**src/rtl/button_pio_in.sv**
```systemverilog
// Avalon-MM input PIO for pushbuttons and switches.
// Each pin is synchronised, debounced and edge-detected. Selected edges are
// latched in sticky capture bits, which drive a maskable level interrupt.
module button_pio_in #(
  parameter int                 WIDTH           = 8,
  parameter int                 DEBOUNCE_CYCLES = 16,
  parameter logic [WIDTH-1:0]   IN_RESET_VALUE  = {WIDTH{1'b1}}
) (
  input  logic             clk,
  input  logic             reset,
  input  logic [1:0]       address,
  input  logic             chipselect,
  input  logic             write_n,
  input  logic [WIDTH-1:0] writedata,
  input  logic [WIDTH-1:0] in_port,
  output logic [WIDTH-1:0] readdata,
  output logic             irq
);

  localparam int               CNT_W    = $clog2(DEBOUNCE_CYCLES + 1);
  localparam logic [CNT_W-1:0] CNT_LAST = CNT_W'(DEBOUNCE_CYCLES - 1);

  // Saturating increment keeps a debounce counter from ever wrapping.
  function automatic logic [CNT_W-1:0] sat_inc(input logic [CNT_W-1:0] v);
    return (v == {CNT_W{1'b1}}) ? v : v + 1'b1;
  endfunction

  logic [WIDTH-1:0] sync1;
  logic [WIDTH-1:0] sync2;
  logic [WIDTH-1:0] stable;
  logic [WIDTH-1:0] stable_d;
  logic [WIDTH-1:0] irqmask;
  logic [WIDTH-1:0] edgecapture;
  logic [WIDTH-1:0] edgesel;
  logic [CNT_W-1:0] cnt [WIDTH];

  logic             wr;
  logic [WIDTH-1:0] rise;
  logic [WIDTH-1:0] fall;
  logic [WIDTH-1:0] detected;
  logic [WIDTH-1:0] clr;

  assign wr       = chipselect & ~write_n;
  assign rise     = stable & ~stable_d;
  assign fall     = ~stable & stable_d;
  assign detected = (edgesel & rise) | (~edgesel & fall);
  assign clr      = (wr && address == 2'd2) ? writedata : '0;

  // Two-flop synchroniser for the asynchronous pins.
  always_ff @(posedge clk or posedge reset) begin
    if (reset) begin
      sync1 <= IN_RESET_VALUE;
      sync2 <= IN_RESET_VALUE;
    end else begin
      sync1 <= in_port;
      sync2 <= sync1;
    end
  end

  // Per-bit debounce: accept sync2 once it has differed for DEBOUNCE_CYCLES edges.
  always_ff @(posedge clk or posedge reset) begin
    if (reset) begin
      stable <= IN_RESET_VALUE;
      for (int i = 0; i < WIDTH; i++) cnt[i] <= '0;
    end else begin
      for (int i = 0; i < WIDTH; i++) begin
        if (sync2[i] == stable[i]) begin
          cnt[i] <= '0;
        end else if (cnt[i] == CNT_LAST) begin
          stable[i] <= sync2[i];
          cnt[i]    <= '0;
        end else begin
          cnt[i] <= sat_inc(cnt[i]);
        end
      end
    end
  end

  // Delayed copy of the debounced level for edge detection.
  always_ff @(posedge clk or posedge reset) begin
    if (reset) stable_d <= IN_RESET_VALUE;
    else       stable_d <= stable;
  end

  // Control registers; a newly detected edge wins over a same-cycle clear.
  always_ff @(posedge clk or posedge reset) begin
    if (reset) begin
      irqmask     <= '0;
      edgesel     <= '0;
      edgecapture <= '0;
    end else begin
      if (wr && address == 2'd1) irqmask <= writedata;
      if (wr && address == 2'd3) edgesel <= writedata;
      edgecapture <= (edgecapture & ~clr) | detected;
    end
  end

  // Zero-wait-state read mux, driven low when not selected.
  always_comb begin
    readdata = '0;
    if (chipselect) begin
      case (address)
        2'd0:    readdata = stable;
        2'd1:    readdata = irqmask;
        2'd2:    readdata = edgecapture;
        default: readdata = edgesel;
      endcase
    end
  end

  assign irq = |(edgecapture & irqmask);

endmodule

```
**config.mk**
```make
export PLATFORM = sky130hd
export DESIGN_NAME = button_pio_in
export DESIGN_NICKNAME = d
export VERILOG_FILES = /design/src/rtl/button_pio_in.sv
export SDC_FILE = /design/constraint.sdc
export NUM_CORES = 1
export LEC_CHECK = 0
export CORE_MARGIN = 2
export CORE_UTILIZATION = 35
export DETAILED_ROUTE_END_ITERATION = 10
export SYNTH_ARGS = -nofsm -noshare
export SYNTH_HDL_FRONTEND = slang
export SYNTH_SLANG_ARGS = --single-unit
```
**constraint.sdc**
```tcl
create_clock -name clk -period 2.7 [get_ports clk]
set_input_delay 0.405 -clock clk [delete_from_list [all_inputs] [get_ports clk]]
set_output_delay 0.405 -clock clk [all_outputs]
set_load 0.005 [all_outputs]
```
==> flow_summary.ini <==
[drt]
detail_route.vias_per_cell = 5.05
wl_met1_um = 3660
routed_wl_um = 7620
dr_wl_met2_um = 3590
drtAntennaViolNets = 0
firstDrtPassIters = 4
wl_per_cell_um = 14.4
top_layer_used = met4
num_vias = 2678
drt_iter0_drc = 118
wl_met3_um = 247
drc_errors = 0

[clocking]
post_cts_buffers = 0
cts-root-buf = clkbuf_16
h-tree-depth = 3
cts.clk_slew.worst_paths_ns = 0.06
clock_path_buffers = 2
cts_made_buffers = 9
cts_hold_repair.buffers = 0
clock_latency_ns = 0.33
cts.repair.resized = 0
cts_tree = yes
clock_sinks = 96

[hold_path]
min_path_type = reg -> reg
min_to = sync2[2]
hold_path_depth = 0
min-delay-start = sync1[2]

[timing]
tightest_slew_ns = 0.510
timing.final.max_slew_violations = 0
setup_viol = 0
finalSetupTns_ns = 0
slew_headroom_pct = 66.0
hold_violations = 0
period_share_pct = 96.3
period_minus_slack_ns = 2.60
grt_setup_unrepaired = no
fin_worst_skew_ns = 0.00702
fmax_mhz = 385

[setup_path]
r2r_cells = 4
worstPathMaxFanout = 11
critPathCaptureType = output port
worst_path_max_delay_cell = clkdlybuf4s50_1
regToRegSetupSlack_ns = 1.28
cp.required_ns = 2.30
arrival_ns = 2.20
start_kind = input port
critical_path_class = in -> out
path_cells = clkdlybuf4s50_1 > buf_12 > mux4_2 > and2_1 > clkdlybuf4s50_1
cpMostUsedCell = clkdlybuf4s50_1
r2r_end = cnt[13]
startpoint = address[1]
slowest_delay_ns = 0.50
reg2reg_from = cnt[10]

[synthesis]
yosysTopAreaCell = dfrtp_1
syn_inst = 335
synth_nets = 365
synth_top_area_share_pct = 37.9
synth_seq_cells = 96
ys_async_sr_fraction_pct = 100
yosysUniqueCellTypes = 37
syn_avg_cell_area_um2 = 12.6
yosys_warnings = 0
synth_edf_count = 0
synth_area_leaders = dfrtp_1 38%, dfstp_2 20%, mux2_2 5.1%
ys.flop_type = dfrtp_1
seq_area_frac_synth_pct = 57.7
netlist_area_mm2 = 0.00423

[floorplan]
die_area_mm2 = 0.0130
die_x_um = 114
core.rowCount = 40
io_pins = 31
die_h_um = 114
initial_core_util_pct = 35.5
core-area_mm2 = 0.0119

[finish]
antenna-diode-count = 0
syn_to_final_growth_pct = 19.3
layout-drive-gt1-share_pct = 25.3
num-nets-final = 408

[power_and_ir_drop]
power.density_mw_per_mm2 = 635
p_leak_nw = 2.17
p_total_w = 0.00321
peakVddDrop_uv = 311

[grt]
grt_pass1_wl_um = 13200
grt_antenna_before_repair = 0
grt_usage_pct = 12.9
grt_max_degree = 97
grt_pass1_vias = 2703
overflow = 0

[placed_design]
gp_congestion = 0.718
dp_hpwl_um = 5150
portBuffers = 30

[outcome]
outcome = finished, final reports clean

[flow_run]
maxCapViolCount = 0
per-stage QoR:
| stage | cell area [µm²] | util, % | hold slack (ns) | cells | setup slack (ns) |
|---|---|---|---|---|---|
| detailed placement | 4760 | 39.9 | 0.347 | 514 | 0.0706 |
| global route | 5040 | 42.4 | 0.357 | 530 | 0.0171 |
| global placement | 4760 | 39.9 | 0.346 | 514 | 0.0805 |
| floorplan | 4230 | - | 0.345 | 335 | 1.09 |
| CTS | 5040 | 42.4 | 0.357 | 530 | 0.0738 |
| finish | 5040 | 42.4 | 0.353 | 530 | 0.0998 |
flip-flops by register name, summed over array words and instances, names as in the netlist:
| register | cells |
|---|---|
| cnt | 40 |
| edgecapture | 8 |
| edgesel | 8 |
| irqmask | 8 |
| stable | 8 |
| stable_d | 8 |
| sync1 | 8 |
| sync2 | 8 |
cell type report:
type | instances | area [µm²]
inverter | 5 | 22.5
fill | 1122 | 6870
clock buffer | 11 | 233
multi-input combinational | 229 | 1730
tap | 147 | 184
timing repair buffer | 37 | 378
sequential | 96 | 2440
clock inverter | 5 | 56.3
cells by family after synthesis:
group                      Yosys count  share of synthesized area, %
AOI/OAI and AO/OA                   50                          8.58
xor gates and xnor gates            11                          2.28
buffers and inverters               10                          1.39
adders and majority gates            8                          2.37
DFF                                 96                          57.7
and+or+nand+nor                    120                          14.3
muxes                               40                          13.3
report_power, final:
| group | leakage, nW | internal (W) | switching (W) |
|---|---|---|---|
| combinational | 0.855 | 0.000196 | 0.000128 |
| sequential | 1.17 | 0.00155 | 0.0000913 |
| clock | 0.140 | 0.000719 | 0.000521 |
| total | 2.17 | 0.00246 | 0.000740 |
layer usage:
metal | global-route usage (%) | up-vias
li1 | - | 1293
met4 | 4.72 | 0
met5 | 0 | -
met2 | 20.4 | 28
met3 | 4.09 | 9
met1 | 16.7 | 1348
synth_stat cells, types with 9 or more instances:
cell type / instances
xnor2_1: 11
nor2b_1: 9
mux2_2: 19
nor2_1: 38
nand2_1: 27
a21oi_1: 13
nand3_1: 12
dfstp_2: 32
dfrtp_1: 64
layout by cell type (no fill, tap or decap), types with 7 or more instances in the layout:
cell / instances
dfstp_2: 32
nand2_1: 27
clkdlybuf4s50_1: 30
dfrtp_1: 64
mux2_2: 19
and2_1: 8
nand3_1: 12
clkbuf_16: 9
mux2_4: 8
nor2b_1: 9
nor2_1: 38
mux4_2: 8
ha_1: 8
a21oi_1: 13
nor3_1: 7
xnor2_1: 11
worst max-delay path, delay by kind of cell:
| family | cells | cell delay [ns] |
|---|---|---|
| buf+inv | 3 | 1.10 |
| mux | 1 | 0.49 |
| simple gates | 1 | 0.18 |
worst max-delay path by stage:
stage / to / slack (ns) / depth (start not counted)
3_3_place_gp: readdata[1] / 0.08 / 5
3_5_place_dp: readdata[1] / 0.07 / 5
5_1_grt: readdata[4] / 0.02 / 5
2_1_floorplan: readdata[0] / 1.09 / 3
6_report: readdata[1] / 0.1 / 5
4_1_cts: readdata[1] / 0.07 / 5
Power figures use the tool's default switching activity.
